### config.mk
export PLATFORM = sky130hd
export DESIGN_NAME = frame_load_sequencer
export DESIGN_NICKNAME = d
export VERILOG_FILES = /design/src/rtl/frame_load_sequencer.sv
export SDC_FILE = /design/constraint.sdc
export NUM_CORES = 1
export LEC_CHECK = 0
export BUFFER_PORTS_ARGS = -buffer_cell sky130_fd_sc_hd__buf_2
export CORE_AREA = 3 3 480 482
export DETAILED_ROUTE_END_ITERATION = 16
export DIE_AREA = 0 0 483 485
export GPL_TIMING_DRIVEN = 0
export PLACE_DENSITY = 0.3
export SLEW_MARGIN = 20
export SYNTH_ARGS = -nofsm -noshare
export SYNTH_HDL_FRONTEND = slang
export SYNTH_SLANG_ARGS = --single-unit
### constraint.sdc
create_clock -name clk -period 1.89 [get_ports clk]
set_input_delay 0.378 -clock clk [delete_from_list [all_inputs] [get_ports clk]]
set_output_delay 0.378 -clock clk [all_outputs]
set_load 0.1 [all_outputs]
### src/rtl/frame_load_sequencer.sv
// Frame admission / drain / run sequencer in front of the 512->32 converter.
// Owns the shared data-memory write port and the core start/abort handshake.
module frame_load_sequencer #(
  parameter int unsigned MAX_BEATS   = 32,
  parameter int unsigned DRAIN_WORDS = 512,
  parameter int unsigned RUN_TIMEOUT = 65535
) (
  input  logic         clk,
  input  logic         reset,
  input  logic         snk_sop,
  input  logic         snk_eop,
  input  logic         snk_valid,
  input  logic [511:0] snk_din,
  output logic         snk_ready,
  output logic         conv_sop,
  output logic         conv_eop,
  output logic         conv_valid,
  output logic [511:0] conv_din,
  input  logic [31:0]  conv_addr,
  input  logic [31:0]  conv_din32,
  input  logic         conv_we,
  input  logic [31:0]  core_addr,
  input  logic [31:0]  core_din,
  input  logic         core_we,
  output logic         core_start,
  input  logic         core_done,
  output logic         core_abort,
  output logic [31:0]  dmem_addr,
  output logic [31:0]  dmem_din,
  output logic         dmem_we,
  output logic         busy,
  output logic         err_overflow,
  output logic         err_drop,
  output logic         err_timeout,
  input  logic         err_clr,
  output logic [15:0]  frame_count
);

  localparam int BW = $clog2(MAX_BEATS + 1);
  localparam int WW = (DRAIN_WORDS > 1) ? $clog2(DRAIN_WORDS) : 1;
  localparam int TW = (RUN_TIMEOUT > 1) ? $clog2(RUN_TIMEOUT) : 1;

  typedef enum logic [2:0] {
    S_IDLE, S_RECV, S_FLUSH, S_DRAIN, S_START, S_RUN
  } state_t;

  state_t         state_q;
  logic [BW-1:0]  beat_cnt_q;
  logic [WW-1:0]  word_cnt_q;
  logic [TW-1:0]  timer_q;
  logic [15:0]    frame_cnt_q;
  logic           cv_sop_q, cv_eop_q, cv_valid_q;
  logic [511:0]   cv_din_q;
  logic           ovf_q, drop_q, tmo_q;

  logic beat_full, word_last, to_hit;
  logic fwd, set_ovf, set_drop;

  assign beat_full = beat_cnt_q == BW'(MAX_BEATS);
  assign word_last = word_cnt_q == WW'(DRAIN_WORDS - 1);

  // done in the same cycle as expiry wins, so abort is masked by it
  assign to_hit = (RUN_TIMEOUT != 0) && (state_q == S_RUN)
               && (timer_q == TW'(RUN_TIMEOUT - 1)) && !core_done;

  assign snk_ready = (state_q == S_IDLE) || (state_q == S_RECV)
                  || (state_q == S_FLUSH);

  assign fwd = snk_valid && (
      ((state_q == S_IDLE) && snk_sop)
    || ((state_q == S_RECV) && (snk_sop || snk_eop || !beat_full)));

  assign set_ovf = (state_q == S_RECV) && snk_valid
                && !snk_sop && !snk_eop && beat_full;

  assign set_drop = snk_valid && !snk_ready;

  assign conv_sop     = cv_sop_q;
  assign conv_eop     = cv_eop_q;
  assign conv_valid   = cv_valid_q;
  assign conv_din     = cv_din_q;
  assign core_start   = state_q == S_START;
  assign core_abort   = to_hit;
  assign busy         = state_q != S_IDLE;
  assign err_overflow = ovf_q;
  assign err_drop     = drop_q;
  assign err_timeout  = tmo_q;
  assign frame_count  = frame_cnt_q;

  always_comb begin
    dmem_addr = '0;
    dmem_din  = '0;
    dmem_we   = 1'b0;
    unique case (1'b1)
      (state_q == S_DRAIN): begin
        dmem_addr = conv_addr;
        dmem_din  = conv_din32;
        dmem_we   = conv_we;
      end
      (state_q == S_RUN): begin
        dmem_addr = core_addr;
        dmem_din  = core_din;
        dmem_we   = core_we;
      end
      default: ;
    endcase
  end

  always_ff @(posedge clk or negedge reset) begin
    if (!reset) begin
      state_q     <= S_IDLE;
      beat_cnt_q  <= '0;
      word_cnt_q  <= '0;
      timer_q     <= '0;
      frame_cnt_q <= '0;
      cv_sop_q    <= 1'b0;
      cv_eop_q    <= 1'b0;
      cv_valid_q  <= 1'b0;
      cv_din_q    <= '0;
      ovf_q       <= 1'b0;
      drop_q      <= 1'b0;
      tmo_q       <= 1'b0;
    end else begin
      cv_valid_q <= fwd;
      cv_sop_q   <= fwd && snk_sop;
      cv_eop_q   <= fwd && snk_eop;
      if (fwd) cv_din_q <= snk_din;

      ovf_q  <= set_ovf  || (ovf_q  && !err_clr);
      drop_q <= set_drop || (drop_q && !err_clr);
      tmo_q  <= to_hit   || (tmo_q  && !err_clr);

      unique case (state_q)
        S_IDLE: begin
          if (snk_valid && snk_sop) begin
            beat_cnt_q <= BW'(1);
            state_q    <= snk_eop ? S_DRAIN : S_RECV;
          end
        end
        S_RECV: begin
          if (snk_valid) begin
            if (snk_sop) begin
              beat_cnt_q <= BW'(1);
              if (snk_eop) state_q <= S_DRAIN;
            end else if (snk_eop) begin
              state_q <= S_DRAIN;
            end else if (beat_full) begin
              state_q <= S_FLUSH;
            end else begin
              beat_cnt_q <= beat_cnt_q + BW'(1);
            end
          end
        end
        S_FLUSH: begin
          if (snk_valid && snk_eop) state_q <= S_IDLE;
        end
        S_DRAIN: begin
          if (conv_we) begin
            if (word_last) begin
              word_cnt_q <= '0;
              state_q    <= S_START;
            end else begin
              word_cnt_q <= word_cnt_q + WW'(1);
            end
          end
        end
        S_START: begin
          timer_q <= '0;
          state_q <= S_RUN;
        end
        S_RUN: begin
          timer_q <= timer_q + TW'(1);
          if (core_done) begin
            frame_cnt_q <= frame_cnt_q + 16'd1;
            state_q     <= S_IDLE;
          end else if (to_hit) begin
            state_q <= S_IDLE;
          end
        end
        default: state_q <= S_IDLE;
      endcase
    end
  end

endmodule

# Word level (Yosys, flattened, before mapping)
# Index checks and enable logic that the tools add are counted.
# Widths: inputs -> output; s select.
# classes
n_mux,24
eq_ne,18
n_addsub,4
reduce_logical,39
# ops
op,count
$pmux 32 s2,2
$mux 3,11
$add 16x1->16 const B,2
$pmux 16 s2,1
$mux 6,5
$pmux 3 s6,1
$logic_and 1x1->1,17
$eq 16x16->1 const B,1
$ne 3x3->1 const B,5
$pmux 6 s2,1
$add 9x1->9 const B,1
$eq 9x9->1 const B,1
$mux 9,1
$logic_or 1x1->1,8
$reduce_and 8->1,1
$add 6x1->6 const B,1
$eq 3x2->1 const B,2
$eq 3x3->1 const B,2
$eq 6x6->1 const B,1
$logic_not 1->1,6
$ne 2x2->1 const B,3
$reduce_and 5->1,1
$ne 2x1->1 const B,2
$reduce_and 2->1,2
other kinds (6),7
# totals
register_bits,568
elab_cells,97
out_inout_bits,603
input_bits,649

# Longest topological paths before layout
# Gate-level depths: netlist of the first run.
# logic_depth
ltp_word,7
ltp_mapped,9
mapped_depth_nobuf,8

# Least setup slack after synthesis of the first run
# No wires, ideal clock.
# synth_path
path_type,reg2out
from,register state_q[2]
to,output core_abort
arrival_ns,2.956
path_stages_with_launch,5
n_path_buf,1
slack_ns,-1.444
path_cell_list,dfrtp_1 > buf_2 > nor2b_1 > nand2_1 > nor3_1
# synth_between
elab_chain_len,3
# synth_lines
item,line_no,source
from (decl),47,state_t state_q;
from (signal assigned),137,state_q <= snk_eop ? S_DRAIN : S_RECV;
$eq 3x3->1,63,assign to_hit = (RUN_TIMEOUT != 0) && (state_q == S_RUN)
$logic_and 1x1->1 (2 in a row),64,&& (timer_q == TW'(RUN_TIMEOUT - 1)) && !core_done;
to (decl),27,"output logic core_abort,"
# Every way passes these cells.

# Final worst setup path of the first run
# layout_path
from,register state_q[1]
to,output dmem_addr[0]
# layout_between
elab_chain_len,2
elab_cells_between_ends,3
cone_classes,eq/ne: 2; mux: 1
# layout_lines
item,line_no,source
$eq 3x3->1 / $eq 3x2->1 (equally long branches),"100, 95",
$pmux 32 s2 *,94,unique case (1'b1)
to (decl),28,"output logic [31:0] dmem_addr,"
# Mark *: on every way between the ends. The rest lies on a longest branch, timed or not.

==> impl_results.md, run 1 <==
* DR DRC count at 0
* GR Util All Layers at a little under an eighth
* Max Slew Vio Count at 0
* Reg clk slew, reported paths at 60 ps
* Relative slew slack at roughly 54%
* Worst setup margin at -732 ps
* Worst Hold Slack at -325 ps
* Kind of critical path: reg2out
* # hold bufs at CTS at roughly 510
* RSZ-0062 raised after global routing: true
* Prevailing post-synth register cell: dfrtp_1
* Initial Util at between 10 and 15%
* Root cell of the clock tree: clkbuf_16
* Worst Skew at 31.8 ps
* Non-filler cells, final at between 6,000 and 7,000
* Crit path DAT at roughly 2200 ps
* Placed cells at around 5,700
* # H-tree levels at 3
* Die Span X at between 400 and 500 um
* Remaining Overflow, GRT at 0
* Worst Hold Class: in2async
* Area leader, netlist: dfrtp_1
* Final setup fails at between 600 and 700
* Initial DRC Count at ~680
* Synth cell types at 44
* # fillers at between 20,000 and 25,000
* Hold Fails Final Rpt at 69
* DR WL/cell at between 20 and 25 um
* Largest net degree at the start of global routing at slightly above 80
* Vias in the first global route at between 20,000 and 25,000
* Crit path time final at approximately 2600 ps
* First-pass GRT wire length at ~190,000 um
* Post-synth top cells: dfrtp_1 (568), mux2_4 (460), a22o_1 (70)
* Post-route ant nets at 0
* Post-detail-place hpwl at ~110,000 um
* Yosys warns at 0
* TritonCTS clock tree: built
* CTS Buffer Depth at 3
* Post-synth EDFFs at 0
* Mapped Cells at roughly 1,500
* Synth Register Bits at 568
* Vias/cell at between 3 and 4
* CP required at between 1500 and 2000 ps
* Area of the core at approximately 0.23 mm^2
* Mapped Area at about 0.025 mm^2
* Worst slew pin tran at around 700 ps
* Die ar. at 0.234 mm^2
* TritonCTS Buffers at 77
* FFs w/ async S/R, synth at 100%
* Crit path capture type: output pin
* Via Count at slightly above 20,000
* Max-Cap Viols at 0
* Die H at 485 um
* Startpoint Class: flop
* Final wirelength at 144,000 um
* Period utilization at 139%
* Synthesized area per cell at 16.9 um^2
* Clock tree sinks at about 570
* Area Growth Syn to Fin at 88.9%
* Sequential area share after synthesis at a little under three fifths
* Nets at just over 4,000
* Max FO, Critical Path at 6
* Number of antenna violations at the first check in global routing at between 40 and 50
* Peak Freq at between 0.3 and 0.4 GHz
* Failing checks: hold timing, setup timing
* Post-synth top area share at 57.3%
* Io pins at 1,252
* DRT Pass-1 Iters at 4
* Count leader, synth: dfrtp_1
* Skew-Pair Late Insertion Delay at 680 ps
* Top cells by area, synth: dfrtp_1 (57%), mux2_4 (28%), buf_12 (3.6%), a22o_1 (2.5%), mux2_2 (2.5%)
* Routability cong. at between 0.8 and 0.9
* Mapped Nets at ~2,100
* Row count at approximately 180
* Share of layout cells above drive strength 1 at between 60% and 70%
* IO Port Bufs at roughly 1,300
* Status: finished, violations left
## cell families (layout without fill, tap and decap cells)
family	Yosys count	after routing	share of synthesized area [%]
other	0	13	0
AND/OR/NAND/NOR	123	123	2.45
flip-flops	568	568	57.3
buffers and inverters	90	2101	4.53
adder cells (fa/ha/maj)	7	7	0.353
XOR/XNOR	17	17	0.601
AO/OA/AOI/OAI	136	136	4.08
multiplexers	522	522	30.6
## sequential cells by signal, summed over array words and instances, names as in the netlist
| name | cells |
|---|---|
| err_drop | 1 |
| conv_eop | 1 |
| word_cnt_q | 9 |
| err_overflow | 1 |
| err_timeout | 1 |
| beat_cnt_q | 6 |
| conv_din | 512 |
| state_q | 3 |
| conv_sop | 1 |
| frame_count | 16 |
| conv_valid | 1 |
| timer_q | 16 |
## final timing paths
path	start	to	slack, ps	cells after the start
max	state_q[1]	dmem_addr[0]	-730	8
min	reset	conv_din[143]	-330	1
max reg2reg	state_q[1]	conv_din[204]	-510	11
min reg2reg	frame_count[15]	frame_count[15]	470	1
max in group asynchronous	reset	frame_count[1]	-10	5
min in group clk	snk_din[383]	conv_din[383]	70	2
## critical path, stage by stage (launching register included)
cell and delay, ps:
dfrtp_2 440, inv_8 90, nor3_4 50, buf_12 120
clkbuf_16 160, buf_12 130, buf_12 130, a22o_4 270
buf_12 170
## placed cells by master (no fill, tap or decap), drive strengths merged, types with 4 or more instances in the layout
cell type    instances
buf               1398
and4                 4
dfrtp              568
o21ai               35
inv                 10
or2                  4
nor3                 5
nor2                26
nand2b               5
clkinv              15
and3                 8
clkbuf             162
mux2               514
xnor2               14
a21oi                5
dlygate4sd3        512
mux2i                8
nand2               37
ha                   7
o31ai               10
diode               13
a22o                70
nand4                6
a31oi                4
nand3               20
## through the flow
step / hold WS [ps] / setup WS (ps) / util [%] / instance area (um^2) / setup TNS [ps]
6_report: -325 / -732 / 20.6 / 46800 / -242690
5_1_grt: -359 / -846 / 20.6 / 46800 / -352430
4_1_cts: -411 / -935 / 20.2 / 45900 / -368850
3_5_place_dp: 410 / -964 / 15.7 / 35700 / -425460
3_3_place_gp: 455 / -15230 / 15.7 / 35500 / -8030990
2_1_floorplan: 82.4 / -184 / - / 25500 / -4160
## metal layers
| layer | global-route usage (%) | wire [um] | vias to the layer above |
|---|---|---|---|
| met3 | 4.59 | 12100 | 180 |
| met5 | 0 | 231 | - |
| met2 | 21.0 | 74000 | 924 |
| met1 | 12.9 | 53900 | 9932 |
| li1 | - | - | 9226 |
| met4 | 3.20 | 3460 | 38 |
## repair_timing
item	in CTS	in global routing
gates cloned	18	25
endpoints found under the setup margin	1144	1223
pin swaps	33	16
resized for setup	405	35
hold endpoints to repair	582	69
setup buffers	48	22
## layout make-up
class,count,area [um^2],area share (%)
timing repair buffer,1879,14500,31.0
sequential,568,14200,30.4
multi-input combinational,805,10200,21.9
tap,3009,3760,8.04
clock buffer,117,2290,4.89
buffer,76,1470,3.14
clock inverter,20,248,0.529
inverter,9,46.3,0.0988
antenna,13,32.5,0.0695
Power of run 1 is left out: the tool's default activity adds up to more than one toggle a clock period on the data nets, which glitch-free logic cannot reach.
==> inputs of run 2 (changes only) <==
--- a/config.mk
+++ b/config.mk
@@ -7,6 +7,7 @@
 export LEC_CHECK = 0
 export BUFFER_PORTS_ARGS = -buffer_cell sky130_fd_sc_hd__buf_2
 export CORE_AREA = 3 3 480 482
+export CTS_BUF_LIST = sky130_fd_sc_hd__clkbuf_8 sky130_fd_sc_hd__clkbuf_16
 export DETAILED_ROUTE_END_ITERATION = 16
 export DIE_AREA = 0 0 483 485
 export GPL_TIMING_DRIVEN = 0
==> impl_results.md, run 2 (synthesis results as in run 1) <==
* Skew-Pair Late Insertion Delay at roughly 700 ps
* Area Growth Syn to Fin at 89.2%
* Post-route ant nets at 0
* Peak Freq at approximately 0.38 GHz
* Largest net degree at the start of global routing at 82
* TritonCTS clock tree: built
* Vias in the first global route at 22,700
* GR Util All Layers at 11.8%
* Critical path cell sequence: inv_8, nor3_4, buf_12, clkbuf_16, buf_12, buf_12, a22o_4, buf_12
* Final setup fails at 696
* Relative slew slack at 54.2%
* Max reg flops at slightly above 500
* Period utilization at 139%
* DR DRC count at 0
* Remaining Overflow, GRT at 0
* Crit path DAT at 2240 ps
* Max-Cap Viols at 0
* Failing checks: hold timing, setup timing
* Die Span X at 483 um
* Status: finished, violations left
* Final wirelength at between 100,000 and 150,000 um
* Number of antenna violations at the first check in global routing at just under 50
* Routability cong. at roughly 0.80
* Worst setup margin at -732 ps
* Initial DRC Count at 704
* Worst Hold Slack at -324 ps
* DR WL/cell at about 22 um
* Worst Skew at 31.1 ps
* Via Count at just over 20,000
* Initial Util at between 10% and 20%
* Row count at ~180
* Io pins at 1,252
* Most frequent cells in the layout: buf_2 (1,181), dfrtp_1 (560), dlygate4sd3_1 (512)
* Vias/cell at about 3.1
* Die H at a little under 500 um
* Kind of critical path: reg2out
* Crit-path max cell delay at around 440 ps
* Share of layout cells above drive strength 1 at around 62%
* Root cell of the clock tree: clkbuf_16
* CP required at 1510 ps
* # fillers at ~25,000
* Max Slew Vio Count at 0
* Commonest non-fill, non-tap cell in the layout: buf_2
* Setup TNS at -242,320 ps
* Area of the core at roughly 0.23 mm^2
* Max FO, Critical Path at 6
* Crit path time final at around 2600 ps
* First-pass GRT wire length at about 190,000 um
* Crit path capture type: output pin
* Clock tree sinks at approximately 570
* IO Port Bufs at 1,251
* Top delay family on crit path: buffers and inverters
* # H-tree levels at 3
* Hold Fails Final Rpt at roughly 70
* CTS Buffer Depth at 3
* TritonCTS Buffers at between 70 and 80
* RSZ-0062 raised after global routing: true
* Worst Hold Class: in2async
* Worst slew pin tran at about 690 ps
* Worst path buffer plus inverter count at 6
* Reg clk slew, reported paths at ~60 ps
* Startpoint Class: flop
* Slowest cell on crit path: dfrtp_2
* Cell mode on critical path: buf_12
* # hold bufs at CTS at ~510
* Post-detail-place hpwl at 111,000 um
* Die ar. at 0.234 mm^2
* DRT Pass-1 Iters at 5
* Nets at approximately 4,100
-- run 2: through the flow --
step | utilization, % | instances | instance area [um^2] | hold slack (ps) | setup WS, ps
4_1_cts | 20.2 | 6443 | 45900 | -411 | -935
6_report | 20.7 | 6499 | 46900 | -324 | -732
3_3_place_gp | 15.7 | 5723 | 35500 | 455 | -15230
3_5_place_dp | 15.7 | 5730 | 35700 | 410 | -964
2_1_floorplan | - | 1463 | 25500 | 82.4 | -184
5_1_grt | 20.7 | 6490 | 46900 | -360 | -846
-- run 2: what timing repair did --
item	CTS	global route
pin swaps	33	16
endpoints found under the setup margin	1144	1223
hold endpoints to repair	582	69
cloned	18	27
resized for setup	405	37
setup buffers	48	23
-- run 2: final timing paths --
path                               start              to  slack (ps)  cells after the start
max                           state_q[1]    dmem_addr[0]        -730                      8
min                                reset   conv_din[143]        -320                      1
max reg2reg                   state_q[1]   conv_din[204]        -500                     11
min reg2reg                word_cnt_q[6]   word_cnt_q[6]         470                      1
max in group asynchronous          reset  frame_count[1]         -20                      5
min in group clk                 conv_we   word_cnt_q[8]          70                      3
-- run 2: area by class of cell --
class                      count  area [um^2]  area share (%)
tap                         3009         3760            8.03
buffer                        76         1480            3.15
multi-input combinational    805        10200            21.8
clock inverter                41          327           0.696
timing repair buffer        1882        14600            31.1
clock buffer                  96         2210            4.71
antenna                       13         32.5          0.0694
sequential                   568        14200            30.3
inverter                       9         46.3          0.0987
-- run 2: per-layer routing --
metal / global-route usage (%) / wire, um
met1: 12.9 / 54500
met2: 21.0 / 74100
met3: 4.59 / 11800
met4: 3.20 / 3440
met5: 0 / 231
Power of run 2 is left out for the same reason.
==> inputs of run 3 (changes only) <==
--- a/config.mk
+++ b/config.mk
@@ -12,6 +12,7 @@
 export DIE_AREA = 0 0 483 485
 export GPL_TIMING_DRIVEN = 0
 export PLACE_DENSITY = 0.3
+export SETUP_SLACK_MARGIN = 0.02
 export SLEW_MARGIN = 20
 export SYNTH_ARGS = -nofsm -noshare
 export SYNTH_HDL_FRONTEND = slang
==> impl_results.md, run 3 (synthesis results as in run 1) <==
* Status: finished, violations left
* Failing checks: setup timing
* Crit-path max cell delay at 370 ps
* Final wirelength at 145,000 um
* Nets at around 4,100
* CTS Buffer Depth at 3
* DR DRC count at 0
* Worst Hold Class: in2async
* Routability cong. at approximately 0.85
* Worst Skew at 28.0 ps
* Share of layout cells above drive strength 1 at between 60 and 70%
* Area Growth Syn to Fin at 103%
* Initial Util at a little over a tenth
* TritonCTS Buffers at between 80 and 90
* Largest net degree at the start of global routing at 82
* Io pins at 1,252
* Period utilization at 137%
* Startpoint Class: flop
* # H-tree levels at 3
* Most frequent cells in the layout: buf_2 (647), dfrtp_1 (540), dlygate4sd3_1 (516)
* Max-Cap Viols at 0
* DRT Pass-1 Iters at 6
* Remaining Overflow, GRT at 0
* Initial DRC Count at 525
* Commonest non-fill, non-tap cell in the layout: buf_2
* Kind of critical path: reg2out
* Post-route ant nets at 0
* RSZ-0062 raised after global routing: true
* Hold Fails Final Rpt at 0
* Post-route cell area at just over 0.05 mm^2
* Worst slew pin tran at around 530 ps
* Vias in the first global route at between 20,000 and 25,000
* IO Port Bufs at between 1,000 and 1,500
* Peak Freq at a little under 0.4 GHz
* Slowest cell on crit path: dfrtp_1
* Vias/cell at 3.17
* Clock tree sinks at 568
* First-pass GRT wire length at 194,000 um
* Number of antenna violations at the first check in global routing at 44
* Max FO, Critical Path at 5
* Skew-Pair Late Insertion Delay at between 700 and 800 ps
* DR WL/cell at roughly 22 um
* Root cell of the clock tree: clkbuf_16
* Crit path capture type: output pin
* Placed cell area at between 0.03 and 0.04 mm^2
* TritonCTS clock tree: built
* Relative slew slack at 64.6%
* Met3 WL at 13,800 um
* Met1 WL at around 53,000 um
* Crit path time final at 2590 ps
* Crit path DAT at about 2200 ps
* Critical path cell sequence: buf_6, nor3_4, buf_6, clkbuf_16, clkbuf_16, a22o_4, buf_12
* Die ar. at 0.234 mm^2
* GR Util All Layers at 11.8%
* CP required at ~1500 ps
* Final setup fails at 587
* Area of the core at 0.227 mm^2
* Post-detail-place hpwl at roughly 110,000 um
* Reg clk slew, reported paths at around 60 ps
* Die Span X at approximately 480 um
* Max Slew Vio Count at 0
* Max reg flops at roughly 510
* Row count at between 150 and 200
* Via Count at 20,880
* Metal2 WL at 73,600 um
* Worst setup margin at -701 ps
* Die H at about 490 um
* Max Used Layer: met5
run 3: cell types whose count changed in the layout (fill, tap and decap cells not counted), sizes merged:
cell,previous run,this run
clkbuf,143,399
buf,1399,1206
clkinv,15,21
dlygate4sd3,512,516
bufinv,3,6
inv,31,34
diode,13,14
run 3: worst paths after layout:
| path | start | end | slack [ps] | depth (start not counted) |
|---|---|---|---|---|
| min reg2reg | frame_count[15] | frame_count[15] | 490 | 1 |
| max | state_q[2] | dmem_addr[3] | -700 | 7 |
| max reg2reg | state_q[1] | conv_din[77] | -530 | 13 |
| min | reset | conv_din[246] | 60 | 6 |
| max in group asynchronous | reset | conv_din[414] | 640 | 9 |
| min in group clk | conv_we | word_cnt_q[8] | 100 | 3 |
run 3: repair_timing:
item                                     CTS  global route
endpoints found under the hold margin    665            35
pin swaps                                 23            39
endpoints found under the setup margin  1225          1301
hold buffers                             523             2
cloned                                    30            45
resized for setup                        411          1128
setup buffers                             76            51
run 3: through the flow:
| stage | setup TNS [ps] | worst slack [ps] | util [%] | hold slack (ps) | std cells |
|---|---|---|---|---|---|
| 2_1_floorplan | -4100 | -184 | - | 82.4 | 1463 |
| 3_3_place_gp | -8261350 | -15330 | 15.7 | 465 | 5723 |
| 3_5_place_dp | -439510 | -907 | 15.8 | 298 | 5731 |
| 4_1_cts | -451160 | -829 | 20.8 | -115 | 6505 |
| 5_1_grt | -313060 | -813 | 22.2 | 27.2 | 6574 |
| 6_report | -265640 | -701 | 22.2 | 63.9 | 6579 |
run 3: final cells by class:
| cell class | count | area (um^2) |
|---|---|---|
| timing repair buffer | 1956 | 17700 |
| antenna | 14 | 35.0 |
| multi-input combinational | 805 | 10400 |
| sequential | 568 | 14200 |
| clock inverter | 53 | 485 |
| fill | 24368 | 177000 |
| inverter | 9 | 46.3 |
| tap | 3009 | 3760 |
| buffer | 69 | 1380 |
| clock buffer | 96 | 2270 |
run 3: worst max-delay path: cells and delay by family (launching register included):
kind                   cells  cell delay [ps]
AO/OA/AOI/OAI              1              180
buffers and inverters      5              780
flip-flops                 1              370
AND/OR/NAND/NOR            1              200
run 3: routing by layer:
layer  vias up  GRT usage [%]
met5         -              0
met4        28           3.49
met3       203           4.88
met2       947           21.0
met1     10297           12.6
li1       9405              -
Power of run 3 is left out for the same reason.
